<file path="config.mk">
export PLATFORM = sky130hd
export DESIGN_NAME = seq_divider
export DESIGN_NICKNAME = d
export VERILOG_FILES = /design/src/rtl/seq_divider.sv
export SDC_FILE = /design/constraint.sdc
export NUM_CORES = 1
export LEC_CHECK = 0
export ABC_CLOCK_PERIOD_IN_PS = 10800
export CAP_MARGIN = 40
export CORE_MARGIN = 10
export CORE_UTILIZATION = 64
export CTS_CLUSTER_SIZE = 14
export DETAILED_ROUTE_END_ITERATION = 16
export PLACE_DENSITY = 0.87
export SLEW_MARGIN = 20
export SYNTH_ARGS = -nofsm -noshare
export SYNTH_HDL_FRONTEND = slang
export SYNTH_SLANG_ARGS = --single-unit
</file>
<file path="constraint.sdc">
create_clock -name clk -period 10.8 [get_ports clk]
set_input_delay 1.62 -clock clk [delete_from_list [all_inputs] [get_ports clk]]
set_output_delay 1.62 -clock clk [all_outputs]
set_load 0.005 [all_outputs]
</file>
<file path="src/rtl/seq_divider.sv">
// seq_divider: multi-cycle restoring divider for signed or unsigned operands.
// One quotient bit is produced per cycle. A final cycle applies the sign
// fix-ups and the divide-by-zero substitution and registers the result, so
// every operation takes the same number of cycles whatever the operands are.
module seq_divider #(
  parameter int XLEN = 32
) (
  input  logic            clk,
  input  logic            rst,
  input  logic            start,
  input  logic [XLEN-1:0] dividend,
  input  logic [XLEN-1:0] divisor,
  input  logic            m_signed,
  input  logic            m_rem,
  output logic            busy,
  output logic            done,
  output logic [XLEN-1:0] result
);

  localparam int CW = $clog2(XLEN + 1);

  typedef enum logic [1:0] {
    S_IDLE = 2'd0,
    S_RUN  = 2'd1,
    S_DONE = 2'd2
  } state_t;

  // Two's-complement negation of an operand-width value.
  function automatic logic [XLEN-1:0] neg_f(input logic [XLEN-1:0] v);
    neg_f = (~v) + {{(XLEN-1){1'b0}}, 1'b1};
  endfunction

  // Magnitude of an operand: negative values are flipped only in signed mode.
  function automatic logic [XLEN-1:0] mag_f(input logic [XLEN-1:0] v, input logic sgn);
    if (sgn && v[XLEN-1]) begin
      mag_f = neg_f(v);
    end else begin
      mag_f = v;
    end
  endfunction

  state_t          state_q;
  logic [CW-1:0]   cnt_q;      // iterations completed so far
  logic [XLEN-1:0] quo_q;      // dividend bits shifted out at the top, quotient bits shifted in at the bottom
  logic [XLEN-1:0] rem_q;      // partial remainder, always below the divisor magnitude
  logic [XLEN-1:0] dsr_q;      // divisor magnitude
  logic [XLEN-1:0] dvd_q;      // original dividend, returned as the remainder on divide-by-zero
  logic            neg_quo_q;  // operand signs differ in signed mode
  logic            neg_rem_q;  // dividend negative in signed mode
  logic            dz_q;       // divisor was zero
  logic            rem_sel_q;  // return remainder instead of quotient
  logic            busy_q;
  logic            done_q;
  logic [XLEN-1:0] result_q;

  logic [XLEN:0]   shift_s;
  logic [XLEN:0]   trial_s;
  logic [XLEN-1:0] rem_d;
  logic [XLEN-1:0] quo_d;
  logic [XLEN-1:0] quo_fix_s;
  logic [XLEN-1:0] rem_fix_s;
  logic [XLEN-1:0] result_d;

  // One restoring step: shift the next dividend bit into the remainder and
  // keep the (XLEN+1)-bit trial difference only if it did not go negative.
  always_comb begin
    shift_s = {rem_q, quo_q[XLEN-1]};
    trial_s = shift_s - {1'b0, dsr_q};
    if (trial_s[XLEN] == 1'b0) begin
      rem_d = trial_s[XLEN-1:0];
      quo_d = {quo_q[XLEN-2:0], 1'b1};
    end else begin
      // A restore only happens when shift_s < divisor, so its top bit is zero.
      rem_d = shift_s[XLEN-1:0];
      quo_d = {quo_q[XLEN-2:0], 1'b0};
    end
  end

  // Final fix-up: signs for truncating division, then the divide-by-zero
  // substitution. Signed overflow needs no special path: |MIN|/1 gives MIN,
  // and negating MIN gives MIN again with a zero remainder.
  always_comb begin
    if (neg_quo_q) begin
      quo_fix_s = neg_f(quo_q);
    end else begin
      quo_fix_s = quo_q;
    end
    if (neg_rem_q) begin
      rem_fix_s = neg_f(rem_q);
    end else begin
      rem_fix_s = rem_q;
    end
    if (dz_q) begin
      quo_fix_s = {XLEN{1'b1}};
      rem_fix_s = dvd_q;
    end else begin
      quo_fix_s = quo_fix_s;
      rem_fix_s = rem_fix_s;
    end
    if (rem_sel_q) begin
      result_d = rem_fix_s;
    end else begin
      result_d = quo_fix_s;
    end
  end

  // Control FSM with the datapath registers and registered outputs.
  always_ff @(posedge clk or posedge rst) begin
    if (rst) begin
      state_q   <= S_IDLE;
      cnt_q     <= {CW{1'b0}};
      quo_q     <= {XLEN{1'b0}};
      rem_q     <= {XLEN{1'b0}};
      dsr_q     <= {XLEN{1'b0}};
      dvd_q     <= {XLEN{1'b0}};
      neg_quo_q <= 1'b0;
      neg_rem_q <= 1'b0;
      dz_q      <= 1'b0;
      rem_sel_q <= 1'b0;
      busy_q    <= 1'b0;
      done_q    <= 1'b0;
      result_q  <= {XLEN{1'b0}};
    end else begin
      case (state_q)
        S_IDLE: begin
          done_q <= 1'b0;
          if (start) begin
            // Capture everything needed so later input changes are irrelevant.
            state_q   <= S_RUN;
            busy_q    <= 1'b1;
            cnt_q     <= {CW{1'b0}};
            rem_q     <= {XLEN{1'b0}};
            quo_q     <= mag_f(dividend, m_signed);
            dsr_q     <= mag_f(divisor, m_signed);
            dvd_q     <= dividend;
            neg_quo_q <= m_signed & (dividend[XLEN-1] ^ divisor[XLEN-1]);
            neg_rem_q <= m_signed & dividend[XLEN-1];
            dz_q      <= (divisor == {XLEN{1'b0}});
            rem_sel_q <= m_rem;
          end else begin
            state_q <= S_IDLE;
            busy_q  <= 1'b0;
          end
        end
        S_RUN: begin
          if (cnt_q == CW'(XLEN)) begin
            // All quotient bits present: publish the result this edge.
            state_q  <= S_DONE;
            busy_q   <= 1'b0;
            done_q   <= 1'b1;
            result_q <= result_d;
          end else begin
            state_q <= S_RUN;
            rem_q   <= rem_d;
            quo_q   <= quo_d;
            cnt_q   <= cnt_q + CW'(1);
          end
        end
        S_DONE: begin
          // Any start seen here is dropped; a new one is taken from IDLE only.
          state_q <= S_IDLE;
          done_q  <= 1'b0;
          busy_q  <= 1'b0;
        end
        default: begin
          state_q <= S_IDLE;
          busy_q  <= 1'b0;
          done_q  <= 1'b0;
        end
      endcase
    end
  end

  assign busy   = busy_q;
  assign done   = done_q;
  assign result = result_q;

endmodule
</file>
==> key figures <==
Run status
  • Status: finished, final reports clean

Layout
  • Antenna cell count: 0
  • Final Cell Area: around 14000 um^2
  • Commonest non-fill, non-tap cell in the layout: nand2_1
  • Layout Nets: around 1600
  • Final Core Density: 0.7559
  • FF+latch area: roughly 4400 um^2
  • Area of the multi-input gates: between 7000 and 8000 um^2
  • Filler cells: around 1300
  • P&R area growth vs syn: 15.25%
  • Commonest cells after routing, fill and taps aside: 258 x nand2_1, 174 x dfrtp_1, 108 x o21ai_0, 102 x clkdlybuf4s50_1, 96 x a21oi_1
  • Share of cells above drive strength 1: 0.04892

Synthesis
  • Gate Count Post-Synth: roughly 1500
  • Synth unique cells: 68
  • Synthesis warning total: 0
  • Seq/Total Area, Yosys: 0.3671
  • Post-synth ARST share: 1.000
  • Leading register cell type out of synthesis: dfrtp_1
  • Post-Syn Nets: between 1500 and 2000
  • Flops & latches, synth: approximately 170
  • Number of synthesized flops with an enable pin: 0
  • Post-synthesis cell area: between 10000 and 15000 um^2
  • Mapped Avg Cell Area: 8.124 um^2

STA
  • Final period util: 0.3823
  • Final setup margin: 6.671 ns
  • Tmin final: 4.129 ns
  • Least-Margin Pin Slew: between 0.8 and 0.9 ns
  • Hold_ws: around 0.48 ns
  • Final Skew: roughly 0.012 ns
  • Slew headroom: 0.4244
  • Peak Freq: about 240 MHz
  • Fin Setup TNS: 0 ns
  • RSZ-0062 raised after global routing: no
  • Slew Viols, Final: 0
  • Final setup vio count: 0
  • Final Hold Fails: 0

Power
  • Max IR drop VDD: ~0.21 mV
  • Leakage: 5.711 nW
  • Power Density: 349.1 nW/um^2

Routing
  • Vias per cell: around 6.3
  • Via count: roughly 11000
  • Total Routed Length: between 30 and 40 mm
  • DRT iter0 DRCs: between 1000 and 1500
  • WL per Instance: ~18 um
  • Residual DRC: 0
  • Pre-antenna DRT Iters: 7
  • Post-DRT Antenna Nets: 0

Floorplan
  • Die Width: 156.1 um
  • Die Ht: between 150 and 200 um
  • Top-level port count: roughly 100
  • Core area: ~18000 um^2
  • Cell Rows: between 40 and 50
  • Initial core utilization: 0.6558
  • Die area: around 24000 um^2

CTS
  • Num Clock Sinks: approximately 170
  • Buffer count from post-CTS setup fixing: 0
  • Worst skew pair latency: approximately 0.44 ns
  • Clock root cell: clkbuf_16
  • TritonCTS buffer count: 17
  • Clk buf depth: 2
  • H-tree levels: 4
  • # resized after CTS: 0
  • Clock slew at reported path FFs: around 0.070 ns
  • CTS tree: yes
  • Cts-stage hold buffer count: 0

Critical path
  • Setup crit end kind: register
  • Cells on worst reg2reg path: 12
  • CP Data Required Time: ~11 ns
  • Crit path arrival time: around 4.4 ns
  • R2r startpoint: quo_q[31]$_DFFE_PP0P_
  • Setup crit start kind: input port
  • Crit path capture: quo_q[21]$_DFFE_PP0P_
  • R2R setup slack: between 6 and 7 ns
  • Worst r2r dst: rem_q[7]$_DFFE_PP0P_
  • CP startpoint: start
  • Crit Path Class: input port to register
  • Crit-path max FO: 51

Global routing
  • GRT overflow: 0
  • Total global-route track usage: 0.2644
  • Number of global-route vias before repair: between 10000 and 15000
  • First-pass GRT wire length: 53.04 mm
  • Antenna violations before repair: 0
  • Largest net degree at the start of global routing: between 80 and 90

Placement
  • Pre-CTS setup slack: between 6 and 7 ns
  • Area of placed instances: between 10000 and 15000 um^2
  • RePlAce Congestion: roughly 0.93
  • Post-DP HPWL: approximately 24 mm
  • Number of port buffers: 102

Hold path
  • Hold Path Class: register to register

Flow run
  • Total of max-cap violations: 0
==> worst max-delay path, cell delays in order <==
cell and delay (ns):
clkdlybuf4s50_1 0.47, and2_1 0.17, buf_4 0.30, nor2_4 0.67, buf_4 0.55, inv_1 0.31
o21ai_0 0.19, o21ai_0 0.13
==> cells in the mapped netlist (12+ instances only) <==
cell	count	area, um^2
xor2_1	68	595.6
mux2i_1	22	220.2
nand2b_1	20	125.1
o21ai_0	108	540.5
or4_1	12	90.09
o21ai_1	72	360.4
or3_1	19	118.9
o211ai_1	15	112.6
o41ai_1	13	113.9
inv_1	52	195.2
o31ai_1	30	225.2
nand2_1	260	975.9
o22ai_1	17	106.4
clkbuf_1	69	259.0
nor3_1	26	130.1
ha_1	38	475.5
nor2_1	89	334.1
a21oi_1	96	480.5
nand3_1	26	130.1
xnor2_1	73	639.4
dfrtp_1	174	4354
==> final cells by class <==
cell class | instances | share of cell area
Multi-Input combinational cell | 1154 | 0.5149
Sequential cell | 174 | 0.3185
Timing Repair Buffer | 121 | 0.08731
Clock buffer | 18 | 0.03213
Tap cell | 229 | 0.02096
Inverter | 52 | 0.01464
Clock inverter | 14 | 0.01153
==> kinds of logic (layout without fill, tap and decap cells) <==
group | count (synthesis) | in the layout | share of synthesized area
compound gates | 433 | 433 | 0.2209
simple gates | 517 | 517 | 0.2035
mux | 24 | 24 | 0.02046
xor+xnor | 141 | 141 | 0.1041
fa+ha+maj | 39 | 39 | 0.04177
flops | 174 | 174 | 0.3671
buf+inv | 132 | 205 | 0.04219
==> metrics by stage <==
stage                     instances  total power, mW
after floorplan                1460            3.330
after global placement         1725            3.964
after detailed placement       1729            4.073
after CTS                      1761            4.731
after global routing           1762            5.145
final                          1762            4.772
==> flip-flops by register name, indices dropped and copies added, names as in the netlist <==
register and count:
busy 1, cnt_q 6, dsr_q 32, rem_sel_q 1, dz_q 1, rem_q 32
result 32, state_q 2, neg_quo_q 1, dvd_q 32, neg_rem_q 1, done 1
quo_q 32
==> worst min path at each step <==
stage	start	to	slack, ns	cells past startpoint
6_report	dvd_q[26]$_DFFE_PP0P_	dvd_q[26]$_DFFE_PP0P_	0.48	2
5_1_grt	dvd_q[26]$_DFFE_PP0P_	dvd_q[26]$_DFFE_PP0P_	0.50	2
4_1_cts	dvd_q[26]$_DFFE_PP0P_	dvd_q[26]$_DFFE_PP0P_	0.48	2
3_5_place_dp	dvd_q[25]$_DFFE_PP0P_	dvd_q[25]$_DFFE_PP0P_	0.46	2
3_3_place_gp	dvd_q[1]$_DFFE_PP0P_	dvd_q[1]$_DFFE_PP0P_	0.45	2
2_1_floorplan	dvd_q[28]$_DFFE_PP0P_	dvd_q[28]$_DFFE_PP0P_	0.44	2
==> report_power, final <==
part	total, mW	leakage [nW]	switching, mW	internal (mW)
clock network	0.624	0.284	0.274	0.351
logic	2.83	3.25	1.63	1.20
registers	1.32	2.18	0.344	0.977
==> layer usage <==
layer	track usage	vias to the layer above	wire (um)
met5	0	-	0
met4	0.1007	0	897
met3	0.04935	74	2759
met2	0.4227	542	14850
met1	0.3496	5124	14020
li1	-	5307	-
(Power assumes the default switching activity.)
==> RTL change: new RTL, config.mk and constraints unchanged <==
Make the reset (`rst`) synchronous in one clocked block.
--- a/src/rtl/seq_divider.sv
+++ b/src/rtl/seq_divider.sv
@@ -105,7 +105,7 @@
   end
 
   // Control FSM with the datapath registers and registered outputs.
-  always_ff @(posedge clk or posedge rst) begin
+  always_ff @(posedge clk) begin
     if (rst) begin
       state_q   <= S_IDLE;
       cnt_q     <= {CW{1'b0}};
Formal check against the unedited RTL: differs if rst is asserted again (counterexample within 4 cycles, from zero or initial values and one cycle with rst high); with rst held inactive, the same outputs for 10 cycles.
==> RTL change against the original RTL <==
Setup slack got worse by 84 ps. Final area decreased by 0.52%. Clock skew about the same. Routed wire length increased by 20%. Non-clock buffer count increased by 8. Worst hold slack got worse by 27 ps. Sequential cell count unchanged. Synthesized area increased by 0.21%. Highest routed layer is now met5.
Power is not compared: it rests on default switching activity, and its combinational part moved more than twofold at a synthesized area within 25%.
==> RTL change: results (changes against the original RTL) <==
stage,metric,value,unit,change
outcome,outcome,finished clean,,
synthesis,ys.warnings.count,0,,unchanged
cts,clkTransAtPathRegs,70,ps,about the same
synthesis,synth_seq_area_share,29.3,%,-7.4 points
timing,skew,11.5,ps,-0.354 ps
detailed_routing,firstDrtPassIters,6,,-1
power_and_ir_drop,peakVddDrop,110,uV,
cts,post_cts_buffers,0,,unchanged
cts,cts_root_buf,clkbuf_16,,
grt,grt_usage,30.8,%,+4.3 points
synthesis,syn-num-nets,1671,,+6.6%
critical_path,slowest_stage,or4_1,,
min_path,hp-class,flop to flop,,
placed_design,port_buffers,102,,unchanged
layout,antenna-diode-count,0,,unchanged
cts,clockBufferDepth,2,,unchanged
placed_design,dp_hpwl,28600,um,+21%
grt,grt_pass1_vias,11300,,+6.4%
placed_design,place_area,0.0130,mm2,-0.38%
critical_path,cp.arrival,4580,ps,+150 ps
cts,cts_buffers,17,,unchanged
synthesis,async_reset_ff_share,0,%,-100 points
cts,htreeDepth,4,,unchanged
timing,fin_crit_sh,39.0,%,+0.78 points
critical_path,cp_top_family,simple AND/OR/NAND/NOR gates,,
timing,maxSlewHeadroom,40.8,%,-1.7 points
detailed_routing,drt-total-wl,39000,um,+20%
critical_path,critical_path.max_stage_delay,640,ps,-30 ps
grt,grt_max_degree,81,,unchanged
detailed_routing,initialDrtViolationCount,1556,,+46%
grt,grt_pass1_wl,60900,um,+15%
placed_design,gp_congestion,0.976,,+4.8%
grt,antenna_found_initial,1,,+1
detailed_routing,vias,12500,,+13%
synthesis,synth_cell_types,74,,+8.8%
placed_design,pre_cts_ws,6190,ps,-68.7 ps
cts,clkLatencyLatePin,450,ps,
cts,hold_buffers,0,,unchanged
critical_path,r2r_slack,6600,ps,-290 ps
synthesis,synthTopCellsByArea,"dfxtp_1, nand2_1, a21oi_1, xor2_1, xnor2_1",,
power_and_ir_drop,p_leak,5.04,nW,
synthesis,synth_common_cells,"nand2_1, dfxtp_1, nor2_1, a21oi_1, clkbuf_1",,
critical_path,crit_fanout,6,,-88%
cts,cts_resized,0,,unchanged
layout,drive_above_1_share,5.84,%,+0.95 points
RTL change: changes by cell type after synthesis, sizes merged, moves of 13 or more:
cell | before | now
a211oi | 6 | 55
clkbuf | 69 | 99
o22ai | 17 | 1
nor2 | 89 | 146
nand2b | 22 | 9
nand4 | 5 | 20
o211ai | 15 | 48
a221oi | 9 | 25
dfrtp | 174 | 0
nand2 | 260 | 206
a21oi | 96 | 128
dfxtp | 0 | 174
o21ai | 180 | 76
RTL change: cells by family after synthesis:
family	share of synthesized area, %
xor gates and xnor gates	9.87
DFF	29.3
muxes	1.60
adders and majority gates	4.17
and+or+nand+nor	21.2
AOI/OAI and AO/OA	28.5
buffers and inverters	5.29
RTL change: tightest hold or removal path, cell delays in order (launching register included):
cell and delay, ps:
dfxtp_1 310, nand2_1 50, nand2_1 40
RTL change: stage by stage:
step	hold slack, ps	util [%]	cells	power [W]
final	448	74.9	1839	0.00185
after global routing	468	74.9	1839	0.00192
after CTS	450	74.9	1838	0.00183
after detailed placement	441	71.7	1806	0.00123
after global placement	427	71.2	1798	0.00121
after floorplan	432	-	1563	0.00107
RTL change: report_power, final:
| group | internal (W) | total, W | switching [W] |
|---|---|---|---|
| Combinational | 0.000195 | 0.000512 | 0.000317 |
| Clock | 0.000308 | 0.000611 | 0.000303 |
| Sequential | 0.000678 | 0.000726 | 0.0000478 |
RTL change: routing by layer:
layer	global-route usage, %	part of all wire, %	up-vias
met5	0	0.033	-
met1	44.0	43	5785
met3	8.77	13	89
met4	9.08	2.4	2
met2	43.8	42	818
li1	-	-	5805
RTL change: worst paths after layout:
kind,start,to,depth (start not counted)
worst max-delay path,dividend[8],quo_q[23],8
worst min-delay path,result[23],result[23],2
worst max register to register,quo_q[31],rem_q[2],11
worst min register to register,result[23],result[23],2
RTL change: cell type report:
type                       count  area (um2)
clock inverter                15         140
fill                        1431        4550
sequential                   174        3480
tap                          229         287
multi-input combinational   1223        7790
timing repair buffer         129        1270
inverter                      52         195
clock buffer                  17         425
